[src/rtl/bithash_job_dispatcher.sv]
// Job dispatcher: assembles block headers from RAH packets, splits the nonce space over
// NUM_CORES hash cores and serialises their found/exhausted results back into RAH packets.
module bithash_job_dispatcher #(
  parameter int unsigned DATA_WIDTH    = 48,
  parameter int unsigned NUM_CORES     = 4,
  parameter int unsigned JOB_WORDS     = 13,
  parameter bit          STOP_ON_FIRST = 1'b1
) (
  input  logic                    clk,
  input  logic                    rst_n,
  input  logic [DATA_WIDTH-1:0]   datain_i,
  input  logic                    empty_i,
  output logic                    rden_o,
  output logic [DATA_WIDTH-1:0]   dataout_o,
  output logic                    wren_o,
  input  logic                    wr_full_i,
  output logic [607:0]            core_header_o,
  output logic [32*NUM_CORES-1:0] core_nonce_base_o,
  output logic [NUM_CORES-1:0]    core_start_o,
  output logic [NUM_CORES-1:0]    core_abort_o,
  input  logic [NUM_CORES-1:0]    core_found_i,
  input  logic [32*NUM_CORES-1:0] core_nonce_i,
  input  logic [NUM_CORES-1:0]    core_done_i
);

  localparam int unsigned HeaderW   = 608;
  localparam int unsigned ShregW    = JOB_WORDS * DATA_WIDTH;
  localparam int unsigned CntW      = $clog2(JOB_WORDS + 1);
  localparam int unsigned IdxW      = (NUM_CORES > 1) ? $clog2(NUM_CORES) : 1;
  localparam int unsigned BaseShift = 32 - $clog2(NUM_CORES);

  localparam logic [DATA_WIDTH-1:0] ExhaustedPkt = {8'h5A, 8'hFF, 32'h0};

  typedef enum logic [2:0] {StIdle, StLoad, StDispatch, StRun, StReport} state_e;

  state_e                state_q, state_d;
  logic [CntW-1:0]       req_cnt_q, req_cnt_d;
  logic [CntW-1:0]       cap_cnt_q, cap_cnt_d;
  logic                  valid_q;
  logic                  live_q;
  logic [ShregW-1:0]     shreg_q, shreg_d;
  logic [NUM_CORES-1:0]  pending_q, pending_d;
  logic [NUM_CORES-1:0]  start_q, start_d;
  logic [NUM_CORES-1:0]  abort_q, abort_d;
  logic [NUM_CORES-1:0]  pend_all, low_oh;
  logic [31:0]           nonce_q [NUM_CORES];
  logic [DATA_WIDTH-1:0] pkt_q, pkt_d;
  logic                  pkt_vld_q, pkt_vld_d;
  logic                  slot_free, latch_en;
  logic [IdxW-1:0]       low_idx;

  // Core i starts at i * 2^32 / NUM_CORES; a shift of 32 yields 0 for the single-core case.
  for (genvar i = 0; i < NUM_CORES; i++) begin : g_base
    assign core_nonce_base_o[32*i +: 32] = 32'(i) << BaseShift;
  end

  // Header is the top 608 bits of the job; the tail of the last word is padding.
  assign core_header_o = shreg_q[ShregW-1 -: HeaderW];
  assign core_start_o  = start_q;
  assign core_abort_o  = abort_q;
  assign dataout_o     = pkt_q;
  assign wren_o        = pkt_vld_q & ~wr_full_i;
  assign slot_free     = ~pkt_vld_q | ~wr_full_i;
  assign pend_all      = pending_q | core_found_i;
  assign latch_en      = (state_q == StRun) || (state_q == StReport);

  always_comb begin
    low_idx = '0;
    for (int i = NUM_CORES - 1; i >= 0; i--) begin
      if (pending_q[i]) begin
        low_idx = IdxW'(i);
      end
    end
    low_oh = NUM_CORES'(1) << low_idx;
  end

  always_comb begin
    state_d   = state_q;
    req_cnt_d = req_cnt_q;
    cap_cnt_d = cap_cnt_q;
    shreg_d   = shreg_q;
    pending_d = pending_q;
    pkt_d     = pkt_q;
    pkt_vld_d = pkt_vld_q & wr_full_i;
    start_d   = '0;
    abort_d   = '0;
    rden_o    = 1'b0;

    unique case (state_q)
      StIdle: begin
        if (live_q && !empty_i) begin
          rden_o    = 1'b1;
          req_cnt_d = CntW'(1);
          cap_cnt_d = '0;
          state_d   = StLoad;
        end
      end
      StLoad: begin
        if (!empty_i && (req_cnt_q < CntW'(JOB_WORDS))) begin
          rden_o    = 1'b1;
          req_cnt_d = req_cnt_q + CntW'(1);
        end
        if (valid_q) begin
          shreg_d   = {shreg_q[ShregW-DATA_WIDTH-1:0], datain_i};
          cap_cnt_d = cap_cnt_q + CntW'(1);
          if (cap_cnt_q == CntW'(JOB_WORDS - 1)) begin
            state_d = StDispatch;
          end
        end
      end
      StDispatch: begin
        start_d = '1;
        state_d = StRun;
      end
      StRun: begin
        pending_d = pend_all;
        if (pend_all != '0) begin
          state_d = StReport;
        end else if (&core_done_i) begin
          if (slot_free) begin
            pkt_d     = ExhaustedPkt;
            pkt_vld_d = 1'b1;
            state_d   = StIdle;
          end
        end else if (!empty_i) begin
          // A queued job preempts the running one.
          abort_d   = '1;
          pending_d = '0;
          req_cnt_d = '0;
          cap_cnt_d = '0;
          state_d   = StLoad;
        end
      end
      StReport: begin
        pending_d = pend_all;
        if (pend_all == '0) begin
          if (STOP_ON_FIRST) begin
            abort_d = '1;
            state_d = StIdle;
          end else begin
            state_d = StRun;
          end
        end else if ((pending_q != '0) && slot_free) begin
          pkt_d     = {8'hA5, 8'(low_idx), nonce_q[low_idx]};
          pkt_vld_d = 1'b1;
          pending_d = (pending_q & ~low_oh) | core_found_i;
        end
      end
      default: state_d = StIdle;
    endcase
  end

  always_ff @(posedge clk or negedge rst_n) begin
    if (!rst_n) begin
      state_q   <= StIdle;
      req_cnt_q <= '0;
      cap_cnt_q <= '0;
      valid_q   <= 1'b0;
      live_q    <= 1'b0;
      shreg_q   <= '0;
      pending_q <= '0;
      start_q   <= '0;
      abort_q   <= '0;
      pkt_q     <= '0;
      pkt_vld_q <= 1'b0;
      for (int i = 0; i < NUM_CORES; i++) begin
        nonce_q[i] <= '0;
      end
    end else begin
      state_q   <= state_d;
      req_cnt_q <= req_cnt_d;
      cap_cnt_q <= cap_cnt_d;
      valid_q   <= rden_o;
      live_q    <= 1'b1;
      shreg_q   <= shreg_d;
      pending_q <= pending_d;
      start_q   <= start_d;
      abort_q   <= abort_d;
      pkt_q     <= pkt_d;
      pkt_vld_q <= pkt_vld_d;
      for (int i = 0; i < NUM_CORES; i++) begin
        if (latch_en && core_found_i[i]) begin
          nonce_q[i] <= core_nonce_i[32*i +: 32];
        end
      end
    end
  end

endmodule

[config.mk]
export PLATFORM = sky130hd
export DESIGN_NAME = bithash_job_dispatcher
export DESIGN_NICKNAME = d
export VERILOG_FILES = /design/src/rtl/bithash_job_dispatcher.sv
export SDC_FILE = /design/constraint.sdc
export NUM_CORES = 1
export LEC_CHECK = 0
export CAP_MARGIN = 5
export CORE_AREA = 2 2 381 383
export DETAILED_ROUTE_END_ITERATION = 10
export DIE_AREA = 0 0 383 385
export PLACE_DENSITY = 0.57
export SLEW_MARGIN = 20
export SYNTH_ARGS = -nofsm -noshare
export SYNTH_HDL_FRONTEND = slang
export SYNTH_SLANG_ARGS = --single-unit
[constraint.sdc]
create_clock -name clk -period 2 [get_ports clk]
set_clock_uncertainty 0.2 [all_clocks]
set_input_delay 0.5 -clock clk [delete_from_list [all_inputs] [get_ports clk]]
set_output_delay 0.5 -clock clk [all_outputs]
set_load 0.05 [all_outputs]
# Word level (Yosys, flattened, before mapping)
# Index checks and enable logic that the tools add are counted.
# classes
reduce_logical	21
n_eq_ne	19
n_addsub	2
bitwise_logic	10
order_cmp	2
shift	1
mux	52
# ops
operator	count
48-bit 2-to-1 mux	5
48-bit case mux with 2 select lines	1
4-bit 2-to-1 mux	17
32-bit binary-select mux with 2-bit select	1
32-bit 2-to-1 mux	2
3-bit 2-to-1 mux	8
4-bit case mux with 3 select lines	2
6-bit AND reduction	4
2-bit != test (second input constant)	9
4-bit case mux with 2 select lines	2
3-bit case mux with 5 select lines	1
4-bit by 1-bit adder with 4-bit output (second input constant)	2
2-bit 2-to-1 mux	4
4-bit bitwise OR	2
4-bit nonzero test	2
1-bit logical AND	7
1-bit 2-to-1 mux	7
3-bit by 2-bit == test with 1-bit output (second input constant)	2
2-bit by 1-bit != test with 1-bit output (second input constant)	3
4-bit AND	1
4-bit == test (second input constant)	1
4-bit logical NOT	1
4-bit < comparator (second input constant)	1
4-bit by 2-bit != test with 1-bit output (second input constant)	1
18 further kinds	21
# totals
word_cells	122
output_inout_bits	794
inputBits	188
ff_bits	826

# Longest topological paths before layout
# depth
ltp_word	11
ltp_mapped	9

# Least setup slack after synthesis
# OpenSTA, ideal clock, no wires.
# synth_path
path_type	register to output
start	register req_cnt_q[0]
end	output rden_o
setup_slack_ps	-1107
n_path_buf	0
stages_incl_launch_ff	7
t_required_ps	1300
arrival_ps	2407
path_cell_list	dfrtp_1 > inv_1 > ha_1 > and3b_1 > nor2_1 > a21oi_1 > nor4_1
# synth_via
elab_chain_len	4
# synth_rtl
item	line_no	source
start: declaration	37	logic [CntW-1:0] req_cnt_q, req_cnt_d;
start signal: assignment	171	req_cnt_q <= req_cnt_d;
4-bit < comparator	99	if (!empty_i && (req_cnt_q < CntW'(JOB_WORDS))) begin
1-bit logical AND	99	
1-bit 2-to-1 mux	99	
1-bit case mux with 2 select lines	89	unique case (state_q)
end: declaration	13	output logic rden_o,
# No other way between the ends.

# Worst setup path after layout
# Same ends and word-level chain as after synthesis.

==> results.md <==
* Die area at 0.1475 mm²
* Sw Pwr at 48.45 mW
* Starting Density at 0.2570
* Sw frac at 0.4396
* Post-synth cell types at 47
* Wire per inst at 20.90 µm
* FF+latch count, synth at 808
* Crit start category: flop
* Critical path class: reg2out
* Failing checks: setup timing
* First-pass GRT wire length at 205,100 µm
* Avg Cell Area, Syn at 9.227 µm²
* Placed cells at 6,168
* Post-DRT Antenna Nets at 0
* DRT Wirelength at 143,300 µm
* Sequential share of the synthesized area at 0.5496
* Final worst path period share at 1.374
* Post-DP HPWL at 99,170 µm
* Pre-antenna DRT Iters at 8
* Vias in the first global route at 29,120
* Comb power frac at 0.565
* Final Max Slew Viols at 0
* Cell Area, Synth at 0.03679 mm²
* Initial antenna violation count at 15
* Row Count at 139
* CTS buffer count at 95
* Port bufs at 853
* Tightest Pin Transition at 772.9 ps
* Post-synth top flop: dfrtp_1
* Clock power frac at 0.167
* Clk buf depth at 3
* WP data required at 1300 ps
* Global route overflow at 0
* Syn Inst Count at 3,987
* Hold Path Class: in2reg
* Layout net count at 5,067
* CTS H-tree lvls at 3
* Gpl congestion at 0.8823
* CTS clk-pin slew, worst paths at 60 ps
* DR vias/cell at 4.223
* Total power per unit cell area at 1914 mW/mm²
* Sequential share of power at 0.268
* Clock tree from TritonCTS: built
* Setup WS pre-CTS at -834.9 ps
* Clk_lat worst skew at 700 ps
* Boundary Pins at 982
* # setup viols final at 636
* Core Area at 0.1431 mm²
* Post-synth EDFFs at 0
* Ys Warns at 0
* Fmax at 0.3638 GHz
* Drt drc at 0
* P_int at 61.76 mW
* Die H at 385 µm
* Lkg Pwr at 29.74 nW
* Setup TNS at -46,420 ps
* Max cap viols at 0
* Min Clock Period, post-route at 2749 ps
* Maximum vdd drop at 1.303 mV
* Final std cells w/o fill at 6,858
* Worst Path Arrival at 2050 ps
* Detailed-route via count at 28,960
* FFs w/ async S/R, synth at 1.000
* Status: complete, but fails checks
* Area added between synthesis and finish at 56.53%
* Die W at 383 µm
* Relative slew slack at 0.4824
* Root buf cell: clkbuf_16
* Crit path max fanout at 2
* CP endpoint kind: primary output
* DRT iter0 DRCs at 2,027
* Overall global routing resource usage at 0.1890
* Final Hold Viols at 0
* Layout cells sized above 1 at 0.4035
* Final total power at 110.2 mW
* RSZ-0062 raised after global routing: yes
* Final setup margin at -749.0 ps
* Largest net degree at the start of global routing at 132
* Clk sinks at 808
layer usage:
metal | share of wire | track usage | vias to the layer above
met3 | 0.073 | 0.04900 | 224
met4 | 0.038 | 0.06853 | 0
li1 | - | - | 13360
met5 | 0 | 0 | -
met2 | 0.47 | 0.3004 | 1082
met1 | 0.42 | 0.2474 | 14290
metrics by stage:
step | hold slack (ps) | utilization | area [µm²]
after floorplan | 4.409 | - | 37330
after global placement | 246.1 | 0.3306 | 47320
after detailed placement | 254.9 | 0.3306 | 47320
after CTS | 33.52 | 0.3989 | 57090
after global routing | 67.49 | 0.4023 | 57590
final | 116.6 | 0.4023 | 57590
sequential cells by signal, summed over array words and instances, names as in the netlist:
name and count:
core_abort_o 1, nonce_q 128, shreg_q 624, dataout_o 36, core_start_o 1, live_q 1, valid_q 1, pkt_vld_q 1
pending_q 4, cap_cnt_q 4, state_q 3, req_cnt_q 4
worst paths after layout:
path	start	endpoint	slack, ps	depth (start not counted)
setup / recovery	req_cnt_q[0]$_DFFE_PN0P_	rden_o	-750	7
hold / removal	datain_i[22]	shreg_q[22]$_DFFE_PN0P_	120	3
setup reg to reg	pending_q[0]$_DFFE_PN0N_	dataout_o[11]$_DFFE_PN0P_	-350	9
hold reg to reg	shreg_q[4]$_DFFE_PN0P_	shreg_q[52]$_DFFE_PN0P_	260	2
max in group asynchronous	rst_n	dataout_o[16]$_DFFE_PN0P_	580	3
min in group asynchronous	rst_n	shreg_q[121]$_DFFE_PN0P_	270	3
placed cells by master (no fill, tap or decap), types with 7 or more instances in the layout:
cell / n
a21oi_1: 11
a222oi_1: 32
buf_12: 455
buf_16: 24
buf_4: 679
buf_6: 227
buf_8: 7
bufbuf_16: 10
bufinv_16: 10
clkbuf_1: 19
clkbuf_16: 100
clkbuf_8: 22
clkdlybuf4s50_1: 186
clkinv_2: 11
conb_1: 129
dfrtp_1: 637
dfrtp_2: 171
inv_1: 9
mux2_2: 53
mux2_4: 107
nand2_1: 1861
nand2_2: 35
nand2_4: 24
nor2_1: 8
o21ai_1: 19
o21ai_2: 17
power by group through the flow:
stage | clock network (mW) | registers [mW] | logic [mW]
detailed placement | 0 | 30.0 | 50.7
floorplan | 0 | 27.1 | 33.9
global placement | 0 | 29.9 | 50.4
finish | 18.4 | 29.5 | 62.3
global route | 19.5 | 30.1 | 65.3
CTS | 18.9 | 29.2 | 61.7
what timing repair did:
action                                  CTS  global route
endpoints found under the hold margin   769             0
hold buffers                              1             0
buffers inserted                        476            10
cloned                                   28             4
resized for setup                       652           100
setup endpoints to repair              1045          1454
pin swaps                                50            30
cell type report:
cell class	instances	area (µm²)
fill	13600	85550
sequential	808	20430
timing repair buffer	1593	19830
multi-input combinational	2368	11570
clock buffer	137	2776
tap	1903	2381
clock inverter	34	548.0
inverter	9	33.78
antenna	6	15.01
cell usage after synthesis (3+ instances only):
cell      instances  area, µm²
a21oi_1          15      75.07
a222oi_1         32      320.3
and2_1            3      18.77
buf_1             9      33.78
buf_2            70      350.3
buf_4           754       5660
clkbuf_1         95      356.6
dfrtp_1         808      20220
ha_1              4      50.05
inv_1             9      33.78
mux2_2          160       1802
nand2_1        1925       7226
nand4_1           3      18.77
nor2_1            8      30.03
nor2b_1           3      18.77
nor3b_1           3      22.52
o21ai_0          41      205.2
o31ai_1           6      45.04
or3b_2            3      26.28
cells by family after synthesis:
kind of cell               count (synthesis)  synth area share
and+or+nand+nor                         1964            0.2033
buffers and inverters                    938            0.1750
DFF                                      808            0.5496
muxes                                    161           0.04928
AOI/OAI and AO/OA                        110           0.02122
adders and majority gates                  4          0.001360
other                                      2         0.0002041
critical path, stage by stage, from the launching register on:
cell,delay (ps)
dfrtp_1,370
inv_1,60
ha_1,130
and3b_1,200
nor2_1,100
a21oi_1,70
nor4_4,220
buf_12,190
Note: power is estimated with default switching activity, not from simulation.
